===== src/rtl/plru_victim_sel_pkg.sv =====
// Shared types and constants for the tree-PLRU victim selector.
// The typedefs describe the default 4-way, 64-set configuration.
package plru_victim_sel_pkg;

  localparam int unsigned DEF_LOG_WAYS = 2;
  localparam int unsigned DEF_LOG_SETS = 6;
  localparam int unsigned DEF_WAYS     = 2 ** DEF_LOG_WAYS;
  localparam int unsigned PLRU_NODES   = DEF_WAYS - 1;

  typedef logic [DEF_LOG_WAYS-1:0] way_idx_t;
  typedef logic [DEF_LOG_SETS-1:0] set_idx_t;
  typedef logic [PLRU_NODES-1:0]   plru_vec_t;

  // Returns the number of tree nodes needed for a given associativity.
  function automatic int unsigned plru_nodes(input int unsigned log_ways);
    return (2 ** log_ways) - 1;
  endfunction

endpackage


===== src/rtl/way_prio_enc.sv =====
// Highest-set-bit encoder over WAYS request bits; all-zero input gives 0.
module way_prio_enc #(
  parameter int unsigned LOG_WAYS = 2,
  parameter int unsigned WAYS     = 2 ** LOG_WAYS
) (
  input  logic [WAYS-1:0]     bits,
  output logic [LOG_WAYS-1:0] idx
);

  always_comb begin
    idx = '0;
    for (int unsigned i = 0; i < WAYS; i++) begin
      if (bits[i]) idx = LOG_WAYS'(i);
    end
  end

endmodule


===== src/rtl/plru_victim_sel.sv =====
// Tree-PLRU victim selector with per-set recency state and a one-deep response register.
// Define VICTIM_INVALID_FIRST_EN to prefer the highest-index invalid way over the PLRU walk.
module plru_victim_sel
  import plru_victim_sel_pkg::*;
#(
  parameter int unsigned LOG_WAYS = DEF_LOG_WAYS,
  parameter int unsigned LOG_SETS = DEF_LOG_SETS
) (
  input  logic                      clk,
  input  logic                      reset,
  input  logic                      req_valid,
  output logic                      req_ready,
  input  logic [LOG_SETS-1:0]       req_set,
  input  logic [(2**LOG_WAYS)-1:0]  req_invalid,
  output logic                      rsp_valid,
  input  logic                      rsp_ready,
  output logic [LOG_WAYS-1:0]       rsp_way,
  output logic                      rsp_from_invalid,
  input  logic                      touch_valid,
  input  logic [LOG_SETS-1:0]       touch_set,
  input  logic [LOG_WAYS-1:0]       touch_way
);

  localparam int unsigned WAYS  = 2 ** LOG_WAYS;
  localparam int unsigned SETS  = 2 ** LOG_SETS;
  localparam int unsigned NODES = plru_nodes(LOG_WAYS);
  localparam int unsigned IW    = (NODES > 1) ? $clog2(NODES) : 1;

  logic [NODES-1:0] plru [SETS];

  logic [NODES-1:0]    touched_tree;
  logic [NODES-1:0]    lookup_tree;
  logic [LOG_WAYS-1:0] plru_way;
  logic [LOG_WAYS-1:0] victim_way;
  logic                victim_from_invalid;
  logic                req_fire;

  // Walk from the root: bit 0 goes left (lower ways), bit 1 goes right.
  function automatic logic [LOG_WAYS-1:0] plru_walk(input logic [NODES-1:0] t);
    int unsigned         n;
    logic                b;
    logic [LOG_WAYS-1:0] w;
    n = 0;
    w = '0;
    for (int unsigned l = 0; l < LOG_WAYS; l++) begin
      b = t[IW'(n)];
      w = (w << 1) | LOG_WAYS'(b);
      n = 2 * n + (b ? 32'd2 : 32'd1);
    end
    return w;
  endfunction

  // Every node on the path to the touched way is pointed at the other half.
  function automatic logic [NODES-1:0] plru_touch(input logic [NODES-1:0] t,
                                                  input logic [LOG_WAYS-1:0] way);
    int unsigned         n;
    logic                b;
    logic [LOG_WAYS-1:0] w;
    logic [NODES-1:0]    r;
    n = 0;
    w = way;
    r = t;
    for (int unsigned l = 0; l < LOG_WAYS; l++) begin
      b = w[LOG_WAYS-1];
      w = w << 1;
      r[IW'(n)] = ~b;
      n = 2 * n + (b ? 32'd2 : 32'd1);
    end
    return r;
  endfunction

  assign req_ready = !rsp_valid || rsp_ready;
  assign req_fire  = req_valid && req_ready;

  // Same-set touch is forwarded so the lookup sees the post-touch tree.
  always_comb begin
    touched_tree = plru_touch(plru[touch_set], touch_way);
    lookup_tree  = plru[req_set];
    if (touch_valid && (touch_set == req_set)) lookup_tree = touched_tree;
    plru_way = plru_walk(lookup_tree);
  end

`ifdef VICTIM_INVALID_FIRST_EN
  logic [LOG_WAYS-1:0] inv_way;

  way_prio_enc #(
    .LOG_WAYS (LOG_WAYS),
    .WAYS     (WAYS)
  ) u_prio_enc (
    .bits (req_invalid),
    .idx  (inv_way)
  );

  always_comb begin
    victim_from_invalid = |req_invalid;
    victim_way          = victim_from_invalid ? inv_way : plru_way;
  end
`else
  logic unused_invalid;
  assign unused_invalid      = ^req_invalid;
  assign victim_from_invalid = 1'b0;
  assign victim_way          = plru_way;
`endif

  always_ff @(posedge clk or posedge reset) begin
    if (reset) begin
      for (int unsigned s = 0; s < SETS; s++) plru[s] <= '0;
    end else if (touch_valid) begin
      plru[touch_set] <= touched_tree;
    end
  end

  always_ff @(posedge clk or posedge reset) begin
    if (reset) begin
      rsp_valid        <= 1'b0;
      rsp_way          <= '0;
      rsp_from_invalid <= 1'b0;
    end else if (req_fire) begin
      rsp_valid        <= 1'b1;
      rsp_way          <= victim_way;
      rsp_from_invalid <= victim_from_invalid;
    end else if (rsp_ready) begin
      rsp_valid        <= 1'b0;
    end
  end

endmodule


===== config.mk =====
export PLATFORM = sky130hd
export DESIGN_NAME = plru_victim_sel
export DESIGN_NICKNAME = d
export VERILOG_FILES = /design/src/rtl/plru_victim_sel_pkg.sv /design/src/rtl/way_prio_enc.sv /design/src/rtl/plru_victim_sel.sv
export SDC_FILE = /design/constraint.sdc
export NUM_CORES = 1
export LEC_CHECK = 0
export BUFFER_PORTS_ARGS = -buffer_cell sky130_fd_sc_hd__buf_2
export CAP_MARGIN = 20
export CORE_MARGIN = 3
export CORE_UTILIZATION = 55
export CTS_BUF_LIST = sky130_fd_sc_hd__clkbuf_16
export CTS_CLUSTER_SIZE = 25
export DETAILED_ROUTE_END_ITERATION = 12
export PLACE_DENSITY_LB_ADDON = 0.15
export SLEW_MARGIN = 20
export SYNTH_ARGS = -nofsm -noshare
export SYNTH_HDL_FRONTEND = slang
export SYNTH_SLANG_ARGS = --single-unit
export TNS_END_PERCENT = 50

===== constraint.sdc =====
create_clock -name clk -period 6.1 [get_ports clk]
set_input_delay 0.915 -clock clk [delete_from_list [all_inputs] [get_ports clk]]
set_output_delay 0.915 -clock clk [all_outputs]
set_load 0.005 [all_outputs]

==> impl_metrics.yaml <==
critical_path:
  cp-startpoint: "touch_set[0]"
  crit_path_start_kind: "input pin"
  crit_path_end: "plru[184]"
  reg2reg_depth: 8
  crit_fanout: 44
  path_cells: "buf_2 -> buf_4 -> mux4_2 -> mux2i_1 -> nor2_1 -> a2111oi_2 -> and4_1 -> a21oi_4 -> buf_4 -> mux2_2"
  cp.required_ps: 6420
  crit_top_cell: "buf_4"
  r2r-end: "plru[44]"
  critPathCaptureType: "flop"
  cp.arrival_ps: 4200
  rrSetupSlack_ps: 3280
  cp_slowest_stage_delay_ps: 740
  critPathSlowestCell: "buf_2"
  r2r-start: "plru[182]"
  critical_path_class: "input pin to flop"
yosys:
  syn-num-nets: 868
  ys_seq_area_share_pct: 47.1
  synth_area_um2: 10400
  synth-async-reset-ratio_pct: 100
  synthTopCellsByCount: "dfrtp_1, mux2_2, nand2_1, mux4_2, o21ai_0"
  netlist_instances: 845
  synth_cell_types: 49
  synth_warnings: 0
  ys_ff_latch: 195
  yosysMostFrequentCell: "dfrtp_1"
  synth.top_cells.by_area: "dfrtp_1, mux2_2, mux4_2"
  synth_edf_count: 0
  yosysTopAreaCell: "dfrtp_1"
  synth_top_area_share_pct: 47.1
  ys.flop_type: "dfrtp_1"
  syn_area_per_cell_um2: 12.3
pwr:
  internal_power_mw: 2.45
  p_leak_nw: 5.00
  clockPowerShare_pct: 35.7
  sw_frac_of_total_pct: 27.2
  vdd_drop_max_mv: 0.180
  combPwrFrac_pct: 16.8
  powerDensity_nw_per_um2: 300
  p_sw_mw: 0.918
  power.share.sequential_pct: 47.4
layout:
  antenna_cells: 0
  syn_to_final_growth_pct: 8.14
  instances_no_fill: 1084
  final_core_util_pct: 61.4
  final_layout_size_suffix_gt1_share_pct: 31.9
  nets: 865
sta:
  rsz0062_at_grt: "no"
  tightest_slew_ps: 1020
  hold_violations: 0
  skew_ps: 9.85
  layout_setup_ws_ps: 2210
  min_period_ps: 3890
  clock.fmax_mhz: 257
  fin_crit_sh_pct: 63.7
  fin_setup_tns_ps: 0
  setup_viol: 0
  slew_headroom_pct: 31.8
  slew_violations: 0
route:
  ant_nets: 0
  vias_per_cell: 6.59
  first_iter_violations: 904
  wl_per_cell_um: 24.8
  via_count: 7139
  wirelength_mm: 26.8
  first_pass_iters: 8
  drc: 0
cts:
  postCtsSetupBuffers: 0
  cts.sink_count: 195
  cts_tree: "built"
  clkTransAtPathRegs_ps: 70
  cts_buffers: 17
  cts-hold-fix-buffers: 0
  cts_buffer_depth: 2
  ctsResizeCount: 0
  cts.htree.levels: 4
  cts_root_buf: "clkbuf_16"
  clock_latency_ps: 440
placement:
  place_congestion: 0.872
  hpwl_mm: 18.1
  placedCellCount: 1051
  dp_worst_setup_slack_ps: 1690
  port_buffers: 22
floorplanning:
  rows: 49
  initial_core_util_pct: 56.8
  coreArea_um2: 18300
  die_w_um: 143
  die_area_um2: 20500
  die_y_um: 143
  io_pins: 28
global_routing:
  grt_usage_pct: 27.3
  grt-ovfl-total: 0
  grt_max_degree: 196
  first_global_vias: 7290
  antenna_found_initial: 1
  grt_first_pass_wirelength_mm: 42.2
min_path:
  min_path_cells: 2
  worstHoldPathType: "flop to flop"
status:
  status: "finished, final reports clean"
flow_run:
  timing.max_cap.violations: 0
[how the worst min path moves through the flow]
stage / from / endpoint / slack (ps)
2_1_floorplan: plru[123] / plru[123] / 440
3_3_place_gp: plru[159] / plru[159] / 460
3_5_place_dp: plru[123] / plru[123] / 470
4_1_cts: plru[123] / plru[123] / 490
5_1_grt: plru[6] / plru[6] / 500
6_report: plru[69] / plru[69] / 480
[sequential cells by signal (all words and copies together) (netlist names)]
register,count
rsp_valid,1
plru,192
rsp_way,2
[layer usage]
layer	vias up	part of all wire (%)	global-route usage, %
met5	-	0.041	0
met4	2	2.8	9.76
met3	58	6.6	6.46
met2	279	47	41.7
met1	3675	44	38.8
li1	3125	-	-
[cell usage in the layout, fill, tap and decap left out, types with 6 or more instances in the layout]
master     Yosys  layout
nand3_1        6       6
mux2i_1       45      45
a21oi_1       19      19
clkbuf_16      0      17
nor3_1         9       7
nand2_1      121     121
mux2_2       138     138
buf_2         20      21
mux4_2        59      59
o21ai_0       59      59
dfrtp_1      195     195
and3_1         8       8
buf_4          7      15
a221oi_1      20      20
nor2_1        37      36
[worst max-delay path: cells and delay by family]
kind,cells,cell delay [ps]
compound gates,2,390
buf+inv,3,1380
simple gates,2,390
mux,3,1050
[stage by stage]
stage	area [um^2]	power, mW	hold WS [ps]
after CTS	11200	3.37	485
after floorplan	10400	2.01	445
after global routing	11200	3.51	501
after detailed placement	10600	2.18	469
final	11200	3.37	483
after global placement	10600	2.14	459
[power by group through the flow]
stage / Sequential (mW) / Clock [mW] / Combinational (mW)
global route: 1.62 / 1.28 / 0.615
global placement: 1.60 / 0 / 0.545
detailed placement: 1.62 / 0 / 0.563
finish: 1.60 / 1.20 / 0.567
CTS: 1.59 / 1.22 / 0.565
floorplan: 1.57 / 0 / 0.444
[final cells by class]
type | count | area, um^2
Sequential cell | 195 | 4880
Tap cell | 229 | 287
Clock buffer | 17 | 425
Multi-Input combinational cell | 582 | 5120
Timing Repair Buffer | 38 | 265
Fill cell | 1443 | 7050
Inverter | 8 | 33.8
Clock inverter | 15 | 204
[logic make-up (layout without fill, tap and decap cells)]
family / after synthesis / in the layout / synth area share [%]
mux: 242 / 242 / 32.1
simple gates: 205 / 205 / 8.52
flops: 195 / 195 / 47.1
compound gates: 128 / 128 / 8.06
buf+inv: 68 / 78 / 3.69
xor+xnor: 6 / 6 / 0.507
other cells: 1 / 1 / 0.0362
No activity file was read; power rests on OpenSTA's default activity.
